[config.mk]
export PLATFORM = sky130hd
export DESIGN_NAME = camera_fifo_read_arbiter
export DESIGN_NICKNAME = d
export VERILOG_FILES = /design/src/rtl/camera_fifo_read_arbiter.sv
export SDC_FILE = /design/constraint.sdc
export NUM_CORES = 1
export LEC_CHECK = 0
export BUFFER_PORTS_ARGS = -buffer_cell sky130_fd_sc_hd__buf_2
export CORE_MARGIN = 2
export CORE_UTILIZATION = 49
export DETAILED_ROUTE_END_ITERATION = 8
export GPL_ROUTABILITY_DRIVEN = 0
export HOLD_SLACK_MARGIN = 0.03
export PLACE_DENSITY = 0.74
export SYNTH_ARGS = -nofsm -noshare
export SYNTH_HDL_FRONTEND = slang
export SYNTH_SLANG_ARGS = --single-unit
export TNS_END_PERCENT = 5
[constraint.sdc]
create_clock -name clock -period 4.2 [get_ports clock]
set_input_delay 0.21 -clock clock [delete_from_list [all_inputs] [get_ports clock]]
set_output_delay 0.21 -clock clock [all_outputs]
set_load 0.02 [all_outputs]
[src/rtl/camera_fifo_read_arbiter.sv]
// camera_fifo_read_arbiter
// Round-robin read arbiter for the per-camera async pixel FIFOs (read side,
// PLL clock domain). One camera is granted at a time and read in bursts of up
// to BURST_LEN bytes. Each byte is captured one cycle after its read strobe,
// tagged with camera index and SOF, and queued in a small output buffer that
// feeds a valid/ready byte stream.
//
// Ports:
//   clock, reset_n        : single clock, asynchronous active-low reset
//   enable_i              : arbitration enable (low: finish current read, idle)
//   fifo_rinc_o           : per-FIFO read strobe (at most one bit high)
//   fifo_rdata_i/sof_i    : per-FIFO read data + SOF, valid the cycle after rinc
//   fifo_rempty_i         : per-FIFO empty flag
//   out_valid_o/ready_i   : output byte handshake
//   out_data_o/cam_o/sof_o: byte, source camera, first-pixel-of-frame flag
//   busy_o                : not idle, read in flight, or buffer non-empty
//
// Optional feature (macro CAMERA_ARB_SOF_SYNC_EN): bytes from a camera are
// discarded until that camera delivers an SOF byte, so every camera's first
// output byte is an SOF.
module camera_fifo_read_arbiter #(
  parameter int NUM_CAMERAS = 2,
  parameter int BURST_LEN   = 16,
  parameter int OBUF_DEPTH  = 4
) (
  input  logic                           clock,
  input  logic                           reset_n,
  input  logic                           enable_i,
  output logic [NUM_CAMERAS-1:0]         fifo_rinc_o,
  input  logic [NUM_CAMERAS*8-1:0]       fifo_rdata_i,
  input  logic [NUM_CAMERAS-1:0]         fifo_sof_i,
  input  logic [NUM_CAMERAS-1:0]         fifo_rempty_i,
  output logic                           out_valid_o,
  input  logic                           out_ready_i,
  output logic [7:0]                     out_data_o,
  output logic [$clog2(NUM_CAMERAS)-1:0] out_cam_o,
  output logic                           out_sof_o,
  output logic                           busy_o
);

  localparam int CW   = $clog2(NUM_CAMERAS);
  localparam int PW   = $clog2(OBUF_DEPTH);
  localparam int CNTW = PW + 1;
  localparam int CRW  = CNTW + 1;

  typedef enum logic {ST_IDLE, ST_BURST} state_t;

  state_t          r_state, w_state_nxt;
  logic [CW-1:0]   r_grant, r_last_grant, w_grant_nxt;
  logic            w_found;
  logic [7:0]      r_burst_cnt;
  logic            r_inflight;
  logic [CW-1:0]   r_infl_cam;
  logic [7:0]      r_buf_data [OBUF_DEPTH];
  logic            r_buf_sof  [OBUF_DEPTH];
  logic [CW-1:0]   r_buf_cam  [OBUF_DEPTH];
  logic [PW-1:0]   r_wptr, r_rptr;
  logic [CNTW-1:0] r_count;
  logic [CRW-1:0]  w_credit;
  logic            w_issue, w_push, w_pop;
  logic [7:0]      w_rdata;
  logic            w_rsof;

  function automatic logic [CW-1:0] rr_idx(input logic [CW-1:0] base, input int k);
    return CW'((int'(base) + k) % NUM_CAMERAS);
  endfunction

  // Slots already committed: buffered bytes plus the read whose data lands next.
  assign w_credit = CRW'(r_count) + CRW'(r_inflight);
  assign w_issue  = (r_state == ST_BURST) && !fifo_rempty_i[r_grant] &&
                    (w_credit < CRW'(OBUF_DEPTH)) &&
                    (r_burst_cnt < 8'(BURST_LEN)) && enable_i;

  // Round-robin search starting just after the last granted camera.
  always_comb begin
    w_found     = 1'b0;
    w_grant_nxt = r_grant;
    for (int k = 1; k <= NUM_CAMERAS; k++) begin
      if (!w_found && !fifo_rempty_i[rr_idx(r_last_grant, k)]) begin
        w_found     = 1'b1;
        w_grant_nxt = rr_idx(r_last_grant, k);
      end
    end
  end

  always_comb begin
    w_state_nxt = r_state;
    fifo_rinc_o = '0;
    case (r_state)
      ST_IDLE: begin
        if (enable_i && w_found) w_state_nxt = ST_BURST;
      end
      ST_BURST: begin
        if (w_issue) fifo_rinc_o[r_grant] = 1'b1;
        // A pure credit stall keeps the grant; only these end the burst.
        else if ((r_burst_cnt == 8'(BURST_LEN)) || fifo_rempty_i[r_grant] || !enable_i)
          w_state_nxt = ST_IDLE;
      end
      default: w_state_nxt = ST_IDLE;
    endcase
  end

  always_comb begin
    w_rdata = '0;
    w_rsof  = 1'b0;
    for (int i = 0; i < NUM_CAMERAS; i++) begin
      if (r_infl_cam == CW'(i)) begin
        w_rdata = fifo_rdata_i[i*8 +: 8];
        w_rsof  = fifo_sof_i[i];
      end
    end
  end

`ifdef CAMERA_ARB_SOF_SYNC_EN
  logic [NUM_CAMERAS-1:0] r_synced;

  always_ff @(posedge clock or negedge reset_n) begin
    if (!reset_n)                  r_synced             <= '0;
    else if (r_inflight && w_rsof) r_synced[r_infl_cam] <= 1'b1;
  end

  // Unsynced bytes are consumed (and used credit) but never enter the buffer.
  assign w_push = r_inflight && (r_synced[r_infl_cam] || w_rsof);
`else
  assign w_push = r_inflight;
`endif

  assign w_pop = (r_count != '0) && out_ready_i;

  always_ff @(posedge clock or negedge reset_n) begin
    if (!reset_n) begin
      r_state      <= ST_IDLE;
      r_grant      <= '0;
      r_last_grant <= CW'(NUM_CAMERAS - 1);
      r_burst_cnt  <= '0;
      r_inflight   <= 1'b0;
      r_infl_cam   <= '0;
      r_wptr       <= '0;
      r_rptr       <= '0;
      r_count      <= '0;
    end else begin
      r_state <= w_state_nxt;
      if (r_state == ST_IDLE && enable_i && w_found) begin
        r_grant      <= w_grant_nxt;
        r_last_grant <= w_grant_nxt;
        r_burst_cnt  <= '0;
      end else if (w_issue) begin
        r_burst_cnt <= r_burst_cnt + 8'd1;
      end
      r_inflight <= w_issue;
      r_infl_cam <= r_grant;
      if (w_push) r_wptr <= r_wptr + PW'(1);
      if (w_pop)  r_rptr <= r_rptr + PW'(1);
      case ({w_push, w_pop})
        2'b10:   r_count <= r_count + CNTW'(1);
        2'b01:   r_count <= r_count - CNTW'(1);
        default: r_count <= r_count;
      endcase
    end
  end

  // Buffer storage carries no reset; outputs are masked while empty instead.
  always_ff @(posedge clock) begin
    if (w_push) begin
      r_buf_data[r_wptr] <= w_rdata;
      r_buf_sof[r_wptr]  <= w_rsof;
      r_buf_cam[r_wptr]  <= r_infl_cam;
    end
  end

  assign out_valid_o = (r_count != '0);
  assign out_data_o  = out_valid_o ? r_buf_data[r_rptr] : 8'd0;
  assign out_sof_o   = out_valid_o ? r_buf_sof[r_rptr]  : 1'b0;
  assign out_cam_o   = out_valid_o ? r_buf_cam[r_rptr]  : '0;
  assign busy_o      = (r_state != ST_IDLE) || r_inflight || out_valid_o;

`ifndef SYNTHESIS
  a_no_overflow: assert property (@(posedge clock) disable iff (!reset_n)
    !(w_push && !w_pop && (r_count == CNTW'(OBUF_DEPTH))));
`endif

endmodule

Word level (Yosys, flattened, before mapping)
Memory sizes are Yosys's and may differ from the RTL's.
Index checks and enable logic that the tools add are counted.
- add/sub/neg operators: 8
- $mul: 0
- div/mod/pow operators: 0
- magnitude comparators: 6
- equal/unequal tests: 3
- shift-type cells: 0
- multiplexer cells: 28
- bitwise operators: 1
- reduce and logical (&&, ||, !) cells: 20
- operators by type and width (kind ; number):
    8-bit two-way mux ; 4
    1-bit two-way mux ; 19
    1-bit logical AND ; 10
    8-bit by 1-bit adder with 8-bit output (second input constant) ; 1
    8-bit by 5-bit equality test with 1-bit output (second input constant) ; 1
    8-bit by 5-bit less-than comparator with 1-bit output (second input constant) ; 1
    1-bit by 2-bit less-than comparator with 1-bit output (second input constant) ; 3
    3-bit case mux with 2 select lines ; 1
    2-bit by 1-bit adder with 2-bit output (second input constant) ; 2
    3-bit by 1-bit adder with 4-bit output ; 1
    1-bit logical OR ; 4
    4-bit by 3-bit less-than comparator with 1-bit output (second input constant) ; 1
    2-bit two-way mux ; 2
    2-bit nonzero test ; 2
    3-bit by 1-bit adder with 3-bit output (second input constant) ; 1
    1-bit logical NOT ; 3
    3-bit nonzero test ; 1
    3-bit by 1-bit subtractor with 3-bit output (second input constant) ; 1
    1-bit adder (second input constant) ; 2
    2-bit by 1-bit equality test with 1-bit output (second input constant) ; 1
    2-bit equality test (second input constant) ; 1
    1-bit case mux with 2 select lines ; 1
    1-bit demux with 1-bit select ; 1
    1-bit >= comparator (second input constant) ; 1
    1-bit inverter ; 1
- flip-flop bits (word level): 20
- latch bits: 0
- memory bits (writable): 40
- ROM bits: 0
- input bits: 24
- output and inout bits: 14
- logic and storage cells: 78
- memories: 3
- memory list (memory ; words ; bits a word ; read ports ; clocked after Yosys merged registers in ; wr ports ; RTL line ; source):
    r_buf_data ; 4 ; 8 ; 1 ; 0 ; 1 ; 54 ; logic [7:0] r_buf_data [OBUF_DEPTH];
    r_buf_cam ; 4 ; 1 ; 1 ; 0 ; 1 ; 56 ; logic [CW-1:0] r_buf_cam [OBUF_DEPTH];
    r_buf_sof ; 4 ; 1 ; 1 ; 0 ; 1 ; 55 ; logic r_buf_sof [OBUF_DEPTH];

Logic depth before layout (Yosys ltp)
- word-level depth: 9
- mapped depth: 8
- gate-level depth less buffers: 8

Worst setup path after synthesis
Ideal clock, no wire load.
- path kind: register to output
- start point: reg r_burst_cnt[7]
- end point: out fifo_rinc_o[0]
- data arrival time: 1.813 ns
- data required time: 3.990 ns
- path slack: 2.177 ns
- cell stages (with the launch flop): 5
- path buffers: 1
- path through: dfrtp_1 -> or3_4 -> or4_1 -> buf_2 -> nor3_1
- word-level cells in the longest chain between the ends: 5
- ends and longest elaborated chain (element ; RTL line ; source):
    start, declared ; 51 ; logic [7:0] r_burst_cnt;
    start signal, assigned ; 148 ; r_burst_cnt <= r_burst_cnt + 8'd1;
    8-bit by 5-bit less-than comparator with 1-bit output ; 72 ; (r_burst_cnt < 8'(BURST_LEN)) && enable_i;
    1-bit logical AND ; 71 ; (w_credit < CRW'(OBUF_DEPTH)) &&
    1-bit logical AND ; 72 ;
    2-bit two-way mux ; 94 ; if (w_issue) fifo_rinc_o[r_grant] = 1'b1;
    2-bit two-way mux ; 89 ; case (r_state)
    end, declared ; 29 ; output logic [NUM_CAMERAS-1:0] fifo_rinc_o,
No other way between the ends.

Final worst setup path
Ends and elaborated chain as after synthesis.

==> results.md <==
- The flow ran to the end, and the final reports show no timing, DRC or antenna violations.
- The floorplan die area is 5980 sq um.
- The worst path arrival time is 2.11 ns.
- Summing the areas of all compound-gate instances in the mapped netlist gives 3.37% of the synthesized area.
- In this run the power spent charging and discharging nets is 0.000598 W.
- The post-CTS clock slew at the launch and capture registers of the worst setup and hold paths is 0.06 ns.
- The max-slew violation count was 0.
- After synthesis the cells add up to 2640 sq um.
- The total global routing overflow is 0.
- The clock network fraction of design power is 31.7%.
- For this block, the via count after detailed routing is 1532.
- After clock tree synthesis, the setup repair step added 0 buffers.
- The global-route wire length before repair is 7510 um.
- The internal power is 0.00136 W.
- For this run, the number of Yosys warnings is 0.
- The number of cells traversed by the worst hold path is 2.
- The fraction of the cycle the final worst path needs is 55.1%.
- Max-cap violations in this run came to 0.
- Of the total synthesized cell area, the portion taken by XOR and XNOR cells is 1.99%.
- The most instantiated flip-flop cell in the synthesis netlist is sky130_fd_sc_hd__edfxtp_1.
- The highest ir drop seen on vdd is 0.392 mV.
- The number of antenna diodes in the final layout is 0.
- The number of enable-type register cells in the synthesized netlist is 40.
- The die is 77.3 um wide.
- The ratio of cells with drive above 1 in the final layout is 34.2%.
- The number of clock sinks is 60.
- At the later pin of the worst-skew pair, clock insertion delay measures 0.33 ns.
- From bottom edge to top edge, the die measures 77.3 um.
- The via count of the first global-routing pass is 1545.
- The first routing iteration left 49 violations.
- The worst hold path begins at fifo_rempty_i[1].
- In this run the worst hold path is classified as in -> reg.
- The shortest period the worst path allows is 2.32 ns.
- The fmax is 432 MHz.
- The endpoint of the lowest-slack register-to-register path is r_count[2].
- STA classifies the critical path startpoint as a register.
- The area of the core is 5140 sq um.
- The total negative setup slack is 0 ns.
- The overall fraction of global-route tracks in use is 17.0%.
- Setup violations remaining at the end of the flow were counted as 0.
- The synthesized design contains 60 register bits.
- The routed wire length is 4640 um.
- Across all register-to-register paths, the minimum setup slack is 2.02 ns.
- The largest family of logic cells by synthesized area is multiplexers.
- The final layout contains 246 nets.
- The maximum number of pins on one net before global-route repair is 21.
- The relative slew slack is 51.0%.
- In this run the static leakage power is 1.24 nW.
- The first-pass iteration count of the detailed router is 4.
- The count of buffers added on input and output ports is 37.
- A synthesized cell averages 15.4 sq um.
- CTS placed an instance of sky130_fd_sc_hd__clkbuf_8 at the clock tree root.
- Setup slack on the critical path of the routed design comes to 1.88 ns.
- The share of flip-flops with an asynchronous set or reset is 33.3%.
- The initial antenna violation count was 0.
- In this run switching power makes up 30.6% of total power.
- After Yosys synthesis, full adders, half adders and majority gates account for 4.08% of the synthesized area.
- The hold violation count in the final report was 0.
- Counting distinct cell types in the post-synthesis netlist gives 34.
- Compared with the post-synthesis result, the final layout area differs by 18.7%.
- When the netlist entered floorplanning its net count stood at 203.
- Setup repair after global routing left no endpoint under its margin.
- The data required time at the worst endpoint is 3.99 ns.
- The half-perimeter wire length after placement is 3190 um.
- The kind of capture point of the worst setup path is an output pin.
- The worst clock skew on the final layout is 0.00843 ns.
- The instance count of the mapped netlist is 171.
- The total CTS buffers is 9.
- The total number of H-tree levels is 3.
- The portion of the post-synthesis area used by sequential elements is 64.6%.
- The power density normalized to cell area is 626 nW/um^2.
- For this design the top-level I/O count stands at 38.
- The maximum buffer depth of the clock tree is 2.
- Once the floorplan was initialized, standard cells occupied 51.3% of the core.
- With fillers left out, the area of the finished cells amounts to 3130 sq um.
- In this run the cell area measured after placement is 2880 sq um.
- The CTS tree is built.
- The count of nets left with antenna violations after detail routing is 0.
- In this run the worst path has a maximum fanout of 9.
- Measured in cells, the most critical reg-to-reg path has a length of 8.
- Prior to clock tree synthesis, the placed netlist has a worst setup slack of 2.02 ns.
- Cells fill 60.8% of the core in the end.
- The residual DRC count is 0.
- The capture endpoint of the worst hold path is r_last_grant.
- The slew at the pin closest to its max-slew limit is 0.736 ns.
- Hold is met by 0.0837 ns.
- The combinational fraction of design power is 26.6%.
- The via density per instance is 5.30.
- After floorplanning, the core was divided into 26 placement rows.
- The sequential share of power is 41.7%.
- The worst register-to-register path begins at r_count[1].
- The startpoint-to-endpoint class of the critical path is reg -> out.
- The area fraction in and, or, nand and nor cells after synthesis is 10.3%.
- The average wire length per cell after detail routing is 16.1 um.
- The multiplexer fraction of the synthesized cell area is 13.2%.
[kinds of logic (layout without fill, tap and decap cells)]
kind of cell | count (synthesis) | after routing
compound gates | 15 | 15
xor+xnor | 6 | 6
fa+ha+maj | 8 | 8
buf+inv | 15 | 63
flops | 60 | 60
mux | 21 | 21
simple gates | 46 | 46
[per-stage QoR]
stage / cells / total power, W
after floorplan: 171 / 0.00120
after global routing: 289 / 0.00206
after CTS: 289 / 0.00198
after global placement: 272 / 0.00134
after detailed placement: 272 / 0.00135
final: 289 / 0.00196
[how the worst max path moves through the flow]
stage / startpoint / endpoint / cells past startpoint
after floorplan: r_burst_cnt[7] / fifo_rinc_o[0] / 4
after global placement: r_count[0] / r_count[2] / 8
after detailed placement: r_count[0] / r_count[2] / 8
after CTS: r_rptr[0] / out_sof_o / 3
after global routing: r_rptr[0] / out_sof_o / 3
final: r_burst_cnt[7] / fifo_rinc_o[0] / 4
[what timing repair did]
| item | in CTS | in global routing |
|---|---|---|
| hold buffers | 1 | 0 |
| endpoints found under the hold margin | 19 | 0 |
| resized for setup | 0 | 0 |
[synthesized netlist by cell type (all sizes together) (4+ instances only)]
cell type  instances  area, sq um
edfxtp            40         1200
dfrtp             19          475
and2              18          114
mux4              10          225
inv                9         33.8
mux2               9          101
ha                 7         87.6
a21oi              5         25.0
nand3              5         30.0
nor2               5         18.8
o21ai              5         25.0
nand2              4         15.0
xor2               4         35.0
[state kept, by name (all words and copies together), names as in the netlist]
name / cells
r_buf_data: 32
r_burst_cnt: 8
r_buf_cam: 4
r_buf_sof: 4
r_count: 3
r_rptr: 2
r_wptr: 2
r_grant: 1
r_infl_cam: 1
r_inflight: 1
r_last_grant: 1
r_state: 1
[final cells by class]
class | instances | area [sq um]
Timing Repair Buffer | 38 | 195
Clock buffer | 10 | 128
Clock inverter | 6 | 113
Tap cell | 70 | 87.6
Fill cell | 410 | 2010
Multi-Input combinational cell | 96 | 867
Sequential cell | 60 | 1700
Inverter | 9 | 33.8
[power groups by stage]
stage	combinational (W)	sequential (W)	clock, W
6_report	0.000521	0.000815	0.000621
5_1_grt	0.000572	0.000832	0.000658
4_1_cts	0.000528	0.000819	0.000630
3_5_place_dp	0.000523	0.000831	0
3_3_place_gp	0.000513	0.000825	0
2_1_floorplan	0.000441	0.000757	0
[layout by cell type, fill, tap and decap left out, types with 3 or more instances in the layout]
master / Yosys / layout
sky130_fd_sc_hd__ha_1: 7 / 7
sky130_fd_sc_hd__or4_1: 3 / 3
sky130_fd_sc_hd__o21ai_0: 3 / 3
sky130_fd_sc_hd__inv_1: 9 / 9
sky130_fd_sc_hd__nor2_1: 5 / 5
sky130_fd_sc_hd__a21oi_1: 5 / 5
sky130_fd_sc_hd__dfrtp_1: 19 / 19
sky130_fd_sc_hd__o31ai_1: 3 / 3
sky130_fd_sc_hd__bufinv_16: 0 / 3
sky130_fd_sc_hd__edfxtp_1: 40 / 40
sky130_fd_sc_hd__and2_1: 17 / 17
sky130_fd_sc_hd__and3_1: 3 / 3
sky130_fd_sc_hd__xor2_1: 4 / 4
sky130_fd_sc_hd__buf_2: 1 / 37
sky130_fd_sc_hd__clkbuf_8: 0 / 9
sky130_fd_sc_hd__nand3_1: 4 / 4
sky130_fd_sc_hd__nand2_1: 4 / 4
sky130_fd_sc_hd__mux4_2: 10 / 10
sky130_fd_sc_hd__mux2_2: 9 / 9
[layer usage]
layer | global-route usage, % | routed length, um | part of all wire (%)
met5 | 0 | 0 | 0
met4 | 8.21 | 66 | 1.4
met3 | 4.77 | 155 | 3.3
met2 | 26.3 | 2240 | 48
met1 | 22.5 | 2180 | 47
[worst max-delay path: stages, from the launching register on]
cell                      delay (ns)
sky130_fd_sc_hd__dfrtp_1        0.38
sky130_fd_sc_hd__or3_4          0.39
sky130_fd_sc_hd__or4_1          0.65
sky130_fd_sc_hd__nor3_1         0.18
sky130_fd_sc_hd__buf_2          0.19
Note: power is estimated with default switching activity, not from simulation.
